[src/rtl/mem_port_arbiter.sv]
// Arbiter that lets the fetch port and the data port share one single-port synchronous RAM.
// Data wins by default. A saturating starvation counter forces a fetch grant after STARVE_LIMIT denied cycles.
module mem_port_arbiter #(
  parameter int DATA_WIDTH   = 32,
  parameter int ADDR_WIDTH   = 10,
  parameter int STARVE_LIMIT = 4
) (
  input  logic                  i_clk,
  input  logic                  i_rst,
  input  logic                  i_inst_req,
  input  logic [ADDR_WIDTH-1:0] i_inst_addr,
  output logic                  o_inst_gnt,
  output logic                  o_inst_rvalid,
  output logic [DATA_WIDTH-1:0] o_inst_rdata,
  input  logic                  i_data_req,
  input  logic                  i_data_we,
  input  logic [ADDR_WIDTH-1:0] i_data_addr,
  input  logic [DATA_WIDTH-1:0] i_data_wdata,
  output logic                  o_data_gnt,
  output logic                  o_data_rvalid,
  output logic [DATA_WIDTH-1:0] o_data_rdata,
  output logic                  o_mem_en,
  output logic                  o_mem_we,
  output logic [ADDR_WIDTH-1:0] o_mem_addr,
  output logic [DATA_WIDTH-1:0] o_mem_wdata,
  input  logic [DATA_WIDTH-1:0] i_mem_rdata
);
  localparam int CW = $clog2(STARVE_LIMIT + 1);

  typedef enum logic [1:0] {OWN_NONE, OWN_INST, OWN_DATA} owner_e;

  typedef struct packed {
    logic                  req;
    logic [ADDR_WIDTH-1:0] addr;
  } inst_req_t;

  typedef struct packed {
    logic                  req;
    logic                  we;
    logic [ADDR_WIDTH-1:0] addr;
    logic [DATA_WIDTH-1:0] wdata;
  } data_req_t;

  inst_req_t             ireq;
  data_req_t             dreq;
  owner_e                rd_owner;
  owner_e                owner_nxt;
  logic [CW-1:0]         starve_cnt;
  logic                  force_inst;
  logic                  inst_gnt;
  logic                  data_gnt;
  logic                  inst_rvalid;
  logic                  data_rvalid;
  logic [DATA_WIDTH-1:0] inst_hold;
  logic [DATA_WIDTH-1:0] data_hold;

  assign ireq = '{req: i_inst_req, addr: i_inst_addr};
  assign dreq = '{req: i_data_req, we: i_data_we, addr: i_data_addr, wdata: i_data_wdata};

  // Grants are gated by reset so the RAM is never touched while the block is held in reset.
  always_comb begin
    force_inst = (starve_cnt == CW'(STARVE_LIMIT));
    inst_gnt   = !i_rst && ireq.req && (!dreq.req || force_inst);
    data_gnt   = !i_rst && dreq.req && !inst_gnt;
  end

  always_comb begin
    owner_nxt = OWN_NONE;
    if (inst_gnt)                 owner_nxt = OWN_INST;
    else if (data_gnt && !dreq.we) owner_nxt = OWN_DATA;
  end

  always_comb begin
    o_mem_addr  = '0;
    o_mem_wdata = '0;
    if (inst_gnt)      o_mem_addr = ireq.addr;
    else if (data_gnt) o_mem_addr = dreq.addr;
    if (data_gnt && dreq.we) o_mem_wdata = dreq.wdata;
  end

  assign o_inst_gnt = inst_gnt;
  assign o_data_gnt = data_gnt;
  assign o_mem_en   = inst_gnt | data_gnt;
  assign o_mem_we   = data_gnt & dreq.we;

  // Read-owner FSM; the rvalid flops are registered copies of the owner decode.
  always_ff @(posedge i_clk or posedge i_rst) begin
    if (i_rst) begin
      rd_owner    <= OWN_NONE;
      inst_rvalid <= 1'b0;
      data_rvalid <= 1'b0;
    end else begin
      rd_owner    <= owner_nxt;
      inst_rvalid <= (owner_nxt == OWN_INST);
      data_rvalid <= (owner_nxt == OWN_DATA);
    end
  end

  always_ff @(posedge i_clk or posedge i_rst) begin
    if (i_rst) begin
      starve_cnt <= '0;
    end else if (inst_gnt || !ireq.req) begin
      starve_cnt <= '0;
    end else if (!force_inst) begin
      starve_cnt <= starve_cnt + 1'b1;
    end
  end

  // Capture the returned word so the port keeps seeing it after rvalid drops.
  always_ff @(posedge i_clk or posedge i_rst) begin
    if (i_rst) begin
      inst_hold <= '0;
      data_hold <= '0;
    end else begin
      if (inst_rvalid) inst_hold <= i_mem_rdata;
      if (data_rvalid) data_hold <= i_mem_rdata;
    end
  end

  // The RAM word is live during the return cycle, so bypass it onto the port then.
  assign o_inst_rvalid = inst_rvalid && (rd_owner == OWN_INST);
  assign o_data_rvalid = data_rvalid && (rd_owner == OWN_DATA);
  assign o_inst_rdata  = o_inst_rvalid ? i_mem_rdata : inst_hold;
  assign o_data_rdata  = o_data_rvalid ? i_mem_rdata : data_hold;

endmodule

[config.mk]
export PLATFORM = sky130hd
export DESIGN_NAME = mem_port_arbiter
export DESIGN_NICKNAME = d
export VERILOG_FILES = /design/src/rtl/mem_port_arbiter.sv
export SDC_FILE = /design/constraint.sdc
export NUM_CORES = 1
export LEC_CHECK = 0
export ABC_AREA = 1
export BUFFER_PORTS_ARGS = -buffer_cell sky130_fd_sc_hd__buf_2
export CORE_ASPECT_RATIO = 0.8
export CORE_UTILIZATION = 41
export DETAILED_ROUTE_END_ITERATION = 12
export PLACE_DENSITY = 0.82
export SLEW_MARGIN = 20
export SYNTH_ARGS = -nofsm -noshare
export SYNTH_HDL_FRONTEND = slang
export SYNTH_SLANG_ARGS = --single-unit
[constraint.sdc]
create_clock -name i_clk -period 1.7 [get_ports i_clk]
set_clock_uncertainty 0.1 [all_clocks]
set_input_delay 0.085 -clock i_clk [delete_from_list [all_inputs] [get_ports i_clk]]
set_output_delay 0.085 -clock i_clk [all_outputs]
set_load 0.005 [all_outputs]
### Word level (Yosys, flattened, before mapping)

Cells that the tools add are included.

| word-level totals | value |
|---|---|
| register bits after elaboration | 71 |
| input port bits | 89 |

| operators by class | value |
|---|---|
| add/subtract/negate cells | 1 |
| eq/ne operators | 6 |
| multiplexer cells | 9 |
| bitwise logic cells | 2 |
| reduce and logical (&&, ||, !) cells | 15 |

Operator list:

| kind | count |
|---|---|
| $mux W32 | 3 |
| $mux W10 | 2 |
| $logic_and A1 B1 Y1 | 8 |
| $mux W3 | 2 |
| $logic_not A1 Y1 | 5 |
| $eq A2 B1 Y1 const B | 2 |
| $eq A2 B2 Y1 const B | 2 |
| $mux W2 | 2 |
| $add A3 B1 Y3 const B | 1 |
| $eq A3 B3 Y1 const B | 1 |
| $logic_or A1 B1 Y1 | 2 |
| $ne A2 B1 Y1 const B | 1 |
| $and A1 B1 Y1 | 1 |
| $or A1 B1 Y1 | 1 |

### Depth between registers and ports, before layout

Gate-level depths: netlist (run 1).

| logic depth | value |
|---|---|
| depth in word-level cells | 9 |
| mapped depth | 9 |
| mapped depth without buffers | 8 |

### Worst setup path after synthesis (run 1)

No wires, ideal clock.

| timing path | value |
|---|---|
| kind | register to output |
| start point | register starve_cnt[0] |
| end point | output port o_mem_wdata[10] |
| arrival time | 1197 ps |
| setup slack | 318 ps |
| cell stages (with the launch flop) | 9 |
| path buffers | 1 |
| cells stage by stage | dfrtp_1 -> inv_1 -> ha_1 -> nand2_2 -> nand2_2 -> nand2_4 -> nand3_4 -> buf_8 -> nor2_4 |

| on the way | value |
|---|---|
| cells in the longest elaborated chain, start to end | 7 |

Ends and longest elaborated chain:

| element | RTL line | source |
|---|---|---|
| start: declaration | 48 | `logic [CW-1:0] starve_cnt;` |
| start signal: assignment | 105 | `starve_cnt <= starve_cnt + 1'b1;` |
| $eq A3 B3 Y1 | 62 | `force_inst = (starve_cnt == CW'(STARVE_LIMIT));` |
| $logic_or A1 B1 Y1 | 63 | `inst_gnt = !i_rst && ireq.req && (!dreq.req \|\| force_inst);` |
| $logic_and A1 B1 Y1 | 63 |  |
| $logic_not A1 Y1 | 64 | `data_gnt = !i_rst && dreq.req && !inst_gnt;` |
| $logic_and A1 B1 Y1 | 64 |  |
| $logic_and A1 B1 Y1 | 78 | `if (data_gnt && dreq.we) o_mem_wdata = dreq.wdata;` |
| $mux W32 | 78 |  |
| end: declaration | 25 | `output logic [DATA_WIDTH-1:0] o_mem_wdata,` |

No other way between the ends.

### Final worst setup path (run 1)

| timing path | value |
|---|---|
| start point | register starve_cnt[1] |
| end point | output port o_mem_wdata[20] |

Same word-level chain as after synthesis.

==> flow_metrics.py, run 1 <==
metrics = {
    "synthesis": {
        "ys_types": 20,
        "syn_nets": 614,
        "postSynthCellCount": 523,
        "synth-seq-cells": 69,
        "yosys_warnings": 0,
        "syn_avg_cell_area_um2": 7.45,
        "synthTopCellsByArea": "dfrtp_1, o21ai_0, nand2_1",
        "yosysSeqAreaShare": 0.443,
        "synth_top_cell_by_area": "dfrtp_1",
        "yosys.area.top_type_share": 0.443,
        "syn_area_um2": 3900,
    },
    "final_layout": {
        "syn2layout_area_growth_pct": 52.7,
        "finalNonFillerCells": 887,
        "nets": 859,
        "fin_area_um2": 5950,
        "drive_gt1_frac": 0.382,
        "final_common_cell": "buf_2",
        "antenna_cells": 0,
        "post-route-util": 0.650,
        "mostFrequentLayoutCells": "buf_2, nand2_1, o21ai_0",
    },
    "global_routing": {
        "gr-total-overflow": 0,
        "grt_antenna_before_repair": 1,
        "grt_start_max_net_pins": 39,
        "grt_pass1_wl_mm": 17.9,
        "gr-usage-all-layers": 0.231,
        "grt_pass1_vias": 3903,
    },
    "power": {
        "irDropWorstVdd_uv": 432,
        "clockPowerShare": 0.354,
        "power_frac_comb": 0.266,
        "swShare": 0.285,
        "power.internal_mw": 3.98,
        "leakagePower_nw": 3.39,
        "power_mw": 5.57,
        "power_per_cell_area_nw_per_um2": 936,
        "seq_power_share": 0.380,
        "switchingPower_mw": 1.59,
    },
    "die": {
        "fp.dieW_um": 111,
        "ioPinCount": 201,
        "die_h_um": 89.2,
        "start_util": 0.426,
        "rows": 31,
        "dieArea_um2": 9900,
        "coreArea_um2": 9150,
    },
    "drt": {
        "drtIter0Drc": 353,
        "antenna_left": 0,
        "vias": 4290,
        "dr.pass1.iters": 12,
        "vias_per_cell": 4.84,
        "routed_wl_mm": 12.1,
        "drcViolationCount": 19,
        "wire_per_inst_um": 13.6,
    },
    "timing": {
        "period_minus_slack_ns": 1.90,
        "finalSetupViolations": 45,
        "maxSlewHeadroom": 0.685,
        "hold_violations": 0,
        "drv_slew": 0,
        "hold_slack_ns": 0.182,
        "rsz0062_at_grt": "yes",
        "finalSetupTns_ns": -7.48,
        "max_clock_freq_ghz": 0.525,
        "setup_slack_ns": -0.205,
        "worstMarginPinSlew_ns": 0.472,
        "fin_crit_sh": 1.12,
    },
    "worst_setup_path": {
        "critPathMaxFanout": 7,
        "criticalPathCategory": "reg2out",
        "arrival_ns": 1.72,
        "start_kind": "flop",
        "critPathRequiredTime_ns": 1.51,
        "cp-end-kind": "primary output",
    },
    "placement": {
        "postPlaceCellArea_um2": 5030,
        "gp_congestion": 0.872,
        "dp.cells": 821,
        "hpwl_mm": 8.31,
        "dpl_worst_slack_ns": 0.0236,
        "portBuffers": 200,
    },
    "clocking": {
        "insertion_delay_ns": 0.32,
        "numClockSinks": 69,
        "cts-root-buf": "clkbuf_16",
        "cts_max_path_buffers": 2,
        "tritoncts": "yes",
        "h-tree-depth": 3,
        "clkTransAtPathRegs_ns": 0.05,
        "cts_made_buffers": 9,
    },
    "status": {
        "violations": "design-rule violations, negative setup slack",
        "status": "complete, but fails checks",
    },
    "job": {
        "cap_violations": 0,
    },
    "worst_hold_path": {
        "hp-class": "in2reg",
    },
}
## cells by family (layout without fill, tap and decap cells)
kind of cell	Yosys count	after routing	synth area share
flops	69	69	0.443
compound gates	130	130	0.167
fa+ha+maj	2	2	0.00642
buf+inv	112	361	0.125
xor+xnor	1	1	0.00225
simple gates	209	209	0.256
## cell usage after synthesis
| cell type | number |
|---|---|
| xor2_1 | 1 |
| inv_1 | 77 |
| nand2_4 | 1 |
| nor2_2 | 10 |
| clkbuf_1 | 6 |
| nor2_4 | 20 |
| clkbuf_2 | 4 |
| inv_2 | 1 |
| nor2_1 | 10 |
| a21oi_1 | 1 |
| nand3_4 | 1 |
| buf_2 | 20 |
| ha_1 | 2 |
| dfrtp_1 | 69 |
| nand3_1 | 10 |
| buf_4 | 1 |
| buf_8 | 3 |
| o21ai_0 | 129 |
| nand2_1 | 155 |
| nand2_2 | 2 |
## registers in the layout, indices dropped and copies added, names as in the netlist
register,cells
data_hold,32
inst_hold,32
starve_cnt,3
rd_owner,1
data_rvalid,1
## layout make-up
type,count,area [µm²]
Clock buffer,11,243
Clock inverter,4,72.6
Fill cell,734,3200
Inverter,78,300
Multi-Input combinational cell,342,1740
Sequential cell,69,1730
Tap cell,115,144
Timing Repair Buffer,267,1720
Timing Repair inverter,1,7.51
## power by group through the flow
stage                     registers [mW]  clock network [mW]  logic [mW]
after floorplan                     2.09                   0       0.746
after global placement              2.12                   0        1.28
after detailed placement            2.14                   0        1.32
after CTS                           2.12                2.03        1.42
after global routing                2.15                2.09        1.67
final                               2.12                1.97        1.48
## metal layers
metal	vias up	global-route usage	share of wire	wire [µm]
met5	-	0	0	0
met4	0	0.118	0.036	437
met3	37	0.0610	0.070	846
met2	202	0.413	0.51	6100
met1	1949	0.261	0.39	4670
li1	2102	-	-	-
## worst paths after layout
kind / slack, ns / cells past startpoint / startpoint / endpoint
worst max-delay path: -0.20 / 9 / starve_cnt[1]$_DFFE_PP0P_ / o_mem_wdata[20]
worst min register to register: 0.38 / 2 / data_hold[18]$_DFFE_PP0P_ / data_hold[18]$_DFFE_PP0P_
worst max register to register: 0.15 / 9 / starve_cnt[1]$_DFFE_PP0P_ / rd_owner[0]$_DFF_PP0_
worst min-delay path: 0.18 / 5 / i_rst / data_rvalid$_DFF_PP0_
min in group asynchronous: 0.41 / 4 / i_rst / starve_cnt[2]$_DFFE_PP0P_
max in group asynchronous: 0.73 / 4 / i_rst / data_hold[12]$_DFFE_PP0P_
## worst max-delay path: stages (launching register included)
cell and delay, ns:
dfrtp_1 0.37, inv_2 0.06, ha_4 0.16, nand2_4 0.07, nand2_4 0.06, nand2_8 0.08
nand3_4 0.17, buf_12 0.21, nor2_4 0.09, buf_6 0.10
## what timing repair did
item | in CTS | in global routing
cloned | 0 | 2
buffers inserted | 6 | 8
endpoints found under the hold margin | 137 | 0
pin swaps | 1 | 1
hold buffers | 35 | 0
endpoints found under the setup margin | 44 | 80
gates resized for setup | 9 | 20
No activity file was read; power rests on OpenSTA's default activity.
==> run 2, diff against run 1 <==
--- a/config.mk
+++ b/config.mk
@@ -8,9 +8,9 @@
 export ABC_AREA = 1
 export BUFFER_PORTS_ARGS = -buffer_cell sky130_fd_sc_hd__buf_2
 export CORE_ASPECT_RATIO = 0.8
-export CORE_UTILIZATION = 41
+export CORE_UTILIZATION = 25
 export DETAILED_ROUTE_END_ITERATION = 12
-export PLACE_DENSITY = 0.82
+export PLACE_DENSITY = 0.57
 export SLEW_MARGIN = 20
 export SYNTH_ARGS = -nofsm -noshare
 export SYNTH_HDL_FRONTEND = slang
==> flow_metrics.py, run 2 (synthesized netlist as in run 1, its figures left out) <==
metrics = {
    "worst_setup_path": {
        "critPathRequiredTime_ns": 1.51,
        "cp_top_family": "buffers and inverters",
        "crit_slowest_cell": "dfrtp_1",
        "start_kind": "flop",
        "criticalPathCategory": "reg2out",
        "path_cells": "inv_2, ha_4, nand2_4, nand2_4, nand2_4, buf_6, clkinvlp_4, buf_12, nand2_4, nand2_2, buf_6",
        "critPathMaxStageDelay_ns": 0.36,
        "startpoint": "starve_cnt[0]$_DFFE_PP0P_",
        "arrival_ns": 1.70,
        "cp_common_cell": "nand2_4",
        "worst-path-buf-inv": 5,
        "cp-end-kind": "primary output",
        "r2r_start": "starve_cnt[0]$_DFFE_PP0P_",
        "critPathMaxFanout": 6,
    },
    "placement": {
        "gp_congestion": 0.822,
        "dpl_worst_slack_ns": 0.0397,
        "portBuffers": 200,
        "hpwl_mm": 7.82,
        "dp.cells": 912,
    },
    "drt": {
        "routed_wl_mm": 11.6,
        "antenna_left": 0,
        "vias_per_cell": 4.14,
        "dr.pass1.iters": 4,
        "wire_per_inst_um": 11.9,
        "drtIter0Drc": 149,
        "drcViolationCount": 0,
        "vias": 4038,
    },
    "global_routing": {
        "gr-usage-all-layers": 0.150,
        "gr-total-overflow": 0,
        "grt_antenna_before_repair": 0,
        "grt_start_max_net_pins": 70,
        "grt_pass1_wl_mm": 18.7,
        "grt_pass1_vias": 3871,
    },
    "die": {
        "coreArea_um2": 15100,
        "dieArea_um2": 16100,
        "start_util": 0.258,
        "fp.dieW_um": 142,
        "ioPinCount": 201,
        "die_h_um": 114,
        "rows": 40,
    },
    "timing": {
        "setup_slack_ns": -0.187,
        "worstMarginPinSlew_ns": 0.379,
        "drv_slew": 0,
        "period_minus_slack_ns": 1.89,
        "hold_violations": 0,
        "max_clock_freq_ghz": 0.530,
        "finalSetupViolations": 45,
        "maxSlewHeadroom": 0.747,
        "fin_crit_sh": 1.11,
        "rsz0062_at_grt": "yes",
    },
    "final_layout": {
        "syn2layout_area_growth_pct": 57.3,
        "reg_top3": "data_hold (32), inst_hold (32), starve_cnt (3)",
        "mostFrequentLayoutCells": "buf_2, nand2_1, o21ai_0",
        "final_common_cell": "buf_2",
        "antenna_cells": 0,
        "finalNonFillerCells": 975,
        "post-route-util": 0.406,
        "drive_gt1_frac": 0.397,
        "fill_cells": 1592,
        "nets": 852,
    },
    "clocking": {
        "h-tree-depth": 3,
        "tritoncts": "yes",
        "cts_max_path_buffers": 2,
        "numClockSinks": 69,
        "cts-root-buf": "clkbuf_16",
        "insertion_delay_ns": 0.33,
        "clkTransAtPathRegs_ns": 0.05,
        "cts_made_buffers": 9,
    },
    "worst_hold_path": {
        "min_from": "i_rst",
        "hp-class": "in2reg",
    },
    "job": {
        "cap_violations": 0,
    },
    "power": {
        "irDropWorstVdd_uv": 395,
        "leakagePower_nw": 3.42,
        "power_per_cell_area_nw_per_um2": 883,
    },
    "status": {
        "violations": "negative setup slack",
        "status": "complete, but fails checks",
    },
}
-- run 2: final timing paths --
check	slack (ns)	depth (start not counted)	to
worst min register to register	0.38	2	data_hold[27]$_DFFE_PP0P_
worst max register to register	0.23	9	rd_owner[0]$_DFF_PP0_
min in group asynchronous	0.38	4	starve_cnt[1]$_DFFE_PP0P_
max in group asynchronous	0.82	4	inst_hold[10]$_DFFE_PP0P_
worst min-delay path	0.16	5	data_rvalid$_DFF_PP0_
worst max-delay path	-0.19	11	o_mem_addr[5]
-- run 2: timing repair --
item	CTS	global route
buffers inserted	13	0
pin swaps	9	4
endpoints found under the setup margin	46	71
endpoints found under the hold margin	137	0
hold buffers	35	0
cloned	3	0
resized for setup	37	29
-- run 2: layout make-up --
type	count	area, µm²	area share
Sequential cell	69	1730	0.282
Clock buffer	11	243	0.0396
Multi-Input combinational cell	342	1830	0.299
Tap cell	210	263	0.0429
Timing Repair Buffer	261	1710	0.279
Clock inverter	4	48.8	0.00796
Inverter	78	303	0.0494
-- run 2: per-stage QoR --
stage	power (mW)	area [µm²]	hold WS, ns	setup TNS, ns
3_3_place_gp	3.42	5130	0.157	0
5_1_grt	5.81	6130	0.171	-8.99
4_1_cts	5.50	6090	0.134	-9.20
3_5_place_dp	3.45	5130	0.160	0
6_report	5.41	6130	0.157	-5.01
2_1_floorplan	2.84	3900	0.0514	0
-- run 2: power breakdown --
group,switching (mW),internal [mW]
Clock,0.677,1.16
Combinational,0.743,0.721
Sequential,0.158,1.95
Total,1.58,3.83
-- run 2: tightest hold or removal path, delay by kind of cell --
family | cells | cell delay (ns)
buf+inv | 2 | 0.29
simple gates | 3 | 0.17
-- run 2: layer usage --
layer | part of all wire | up-vias | global-route usage
li1 | - | 2085 | -
met1 | 0.45 | 1792 | 0.181
met2 | 0.46 | 144 | 0.250
met3 | 0.062 | 15 | 0.0420
met4 | 0.019 | 2 | 0.0652
met5 | 0.0023 | - | 0
==> run 3, diff against run 2 <==
--- a/config.mk
+++ b/config.mk
@@ -9,8 +9,9 @@
 export BUFFER_PORTS_ARGS = -buffer_cell sky130_fd_sc_hd__buf_2
 export CORE_ASPECT_RATIO = 0.8
 export CORE_UTILIZATION = 25
+export CTS_BUF_LIST = sky130_fd_sc_hd__clkbuf_8
 export DETAILED_ROUTE_END_ITERATION = 12
-export PLACE_DENSITY = 0.57
+export PLACE_DENSITY = 0.55
 export SLEW_MARGIN = 20
 export SYNTH_ARGS = -nofsm -noshare
 export SYNTH_HDL_FRONTEND = slang
==> constraint.sdc (replaced) <==
create_clock -name i_clk -period 1.75 [get_ports i_clk]
set_clock_uncertainty 0.1 [all_clocks]
set_input_delay 0.0875 -clock i_clk [delete_from_list [all_inputs] [get_ports i_clk]]
set_output_delay 0.0875 -clock i_clk [all_outputs]
set_load 0.005 [all_outputs]
==> flow_metrics.py, run 3 (synthesized netlist as in run 1, its figures left out) <==
metrics = {
    "worst_setup_path": {
        "cp_common_cell": "nand2_4",
        "path_cells": "inv_2, ha_4, nand2_4, nand2_4, nand2_4, nand3_4, buf_12, buf_16, nor2_2, buf_2",
        "critPathMaxStageDelay_ns": 0.37,
        "worstReg2RegEnd": "starve_cnt[1]$_DFFE_PP0P_",
        "cp-end-kind": "primary output",
        "critPathMaxFanout": 7,
        "reg2reg_depth": 8,
        "start_kind": "flop",
        "r2r_start": "starve_cnt[0]$_DFFE_PP0P_",
        "crit_slowest_cell": "dfrtp_1",
        "critPathRequiredTime_ns": 1.56,
        "endpoint": "o_mem_wdata[30]",
        "criticalPathCategory": "reg2out",
        "regToRegSetupSlack_ns": 0.33,
        "arrival_ns": 1.72,
        "startpoint": "starve_cnt[0]$_DFFE_PP0P_",
    },
    "final_layout": {
        "fill_cells": 1626,
        "register_area_um2": 1730,
        "drive_gt1_frac": 0.402,
        "antenna_cells": 0,
        "syn2layout_area_growth_pct": 59.1,
        "fin_area_um2": 6200,
        "reg_top3": "data_hold (32), inst_hold (32), starve_cnt (3)",
        "finalNonFillerCells": 987,
        "post-route-util": 0.410,
        "nets": 863,
        "final_common_cell": "buf_2",
        "multiInputGateArea_um2": 1820,
        "mostFrequentLayoutCells": "buf_2, nand2_1, o21ai_0",
    },
    "placement": {
        "gp_congestion": 0.832,
        "postPlaceCellArea_um2": 5150,
        "hpwl_mm": 7.66,
        "dp.cells": 912,
        "portBuffers": 200,
        "dpl_worst_slack_ns": 0.0939,
    },
    "die": {
        "rows": 40,
        "fp.dieW_um": 142,
        "dieArea_um2": 16100,
        "start_util": 0.258,
        "ioPinCount": 201,
        "coreArea_um2": 15100,
        "die_h_um": 114,
    },
    "drt": {
        "routed_wl_mm": 12.8,
        "drcViolationCount": 0,
        "vias": 4155,
        "dr.pass1.iters": 4,
        "antenna_left": 0,
        "vias_per_cell": 4.21,
        "wire_per_inst_um": 13.0,
        "drtIter0Drc": 155,
    },
    "worst_hold_path": {
        "hp-class": "in2reg",
    },
    "power": {
        "switchingPower_mw": 1.57,
        "power_frac_comb": 0.308,
        "clockPowerShare": 0.271,
        "swShare": 0.322,
        "leakagePower_nw": 3.44,
        "seq_power_share": 0.421,
        "power_mw": 4.86,
        "power.internal_mw": 3.29,
        "irDropWorstVdd_uv": 325,
        "power_per_cell_area_nw_per_um2": 784,
    },
    "status": {
        "violations": "negative setup slack",
        "status": "complete, but fails checks",
    },
    "clocking": {
        "h-tree-depth": 3,
        "cts_max_path_buffers": 2,
        "tritoncts": "yes",
        "cts-root-buf": "clkbuf_8",
        "insertion_delay_ns": 0.34,
        "cts_made_buffers": 9,
        "numClockSinks": 69,
        "clkTransAtPathRegs_ns": 0.07,
    },
    "global_routing": {
        "grt_antenna_before_repair": 0,
        "gr-usage-all-layers": 0.141,
        "grt_start_max_net_pins": 65,
        "gr-total-overflow": 0,
        "grt_pass1_wl_mm": 18.1,
        "grt_pass1_vias": 3951,
    },
    "timing": {
        "setup_slack_ns": -0.156,
        "finalSetupTns_ns": -4.91,
        "worstMarginPinSlew_ns": 0.503,
        "drv_slew": 0,
        "max_clock_freq_ghz": 0.525,
        "hold_slack_ns": 0.148,
        "fin_crit_sh": 1.09,
        "hold_violations": 0,
        "rsz0062_at_grt": "yes",
        "period_minus_slack_ns": 1.91,
        "finalSetupViolations": 43,
        "maxSlewHeadroom": 0.665,
    },
    "job": {
        "cap_violations": 0,
    },
}
run 3: changes by cell type in the layout (fill, tap and decap cells not counted), moves of 7 or more:
cell / before / now
nand2_4: 10 / 3
nand2_2: 11 / 3
nand2_1: 137 / 150
o21ai_0: 124 / 89
clkbuf_8: 1 / 9
o21ai_1: 5 / 35
run 3: timing repair:
action                                  in CTS  in global routing
hold endpoints to repair                   137                  0
resized for setup                           28                 64
setup buffers                               12                  4
hold buffers                                35                  0
cloned                                       3                  6
endpoints found under the setup margin      47                 81
pin swaps                                    2                  1
run 3: cell type report:
| type | count | area share |
|---|---|---|
| repair buffers | 271 | 0.303 |
| multi-input cells | 342 | 0.293 |
| flip-flops and latches | 69 | 0.279 |
| inverters | 78 | 0.0492 |
| well taps | 210 | 0.0424 |
| clock buffers | 9 | 0.0200 |
| clock inverters | 7 | 0.0121 |
| repair inverters | 1 | 0.00121 |
run 3: critical path: cells and delay by family, from the launching register on:
family / cells / cell delay (ns)
buffers and inverters: 4 / 0.47
flip-flops: 1 / 0.37
AND/OR/NAND/NOR: 5 / 0.36
adder cells (fa/ha/maj): 1 / 0.16
run 3: metal layers:
metal | up-vias | global-route usage | wire (µm)
li1 | 2113 | - | -
met1 | 1880 | 0.168 | 5930
met2 | 154 | 0.254 | 6100
met3 | 8 | 0.0407 | 726
met4 | 0 | 0.0244 | 76
met5 | - | 0 | 0
run 3: how the worst min path moves through the flow:
| stage | start | to | depth (start not counted) |
|---|---|---|---|
| floorplan | i_data_we | data_rvalid$_DFF_PP0_ | 1 |
| global placement | i_rst | inst_hold[24]$_DFFE_PP0P_ | 3 |
| detailed placement | i_rst | inst_hold[24]$_DFFE_PP0P_ | 3 |
| CTS | i_rst | data_rvalid$_DFF_PP0_ | 5 |
| global route | i_rst | data_rvalid$_DFF_PP0_ | 5 |
| finish | i_rst | data_rvalid$_DFF_PP0_ | 5 |
run 3: power by group through the flow:
stage               Combinational (mW)  Sequential, mW  Clock [mW]
floorplan                        0.725            2.03           0
global placement                  1.27            2.06           0
detailed placement                1.28            2.07           0
CTS                               1.41            2.04        1.39
global route                      1.71            2.09        1.44
finish                            1.50            2.05        1.32
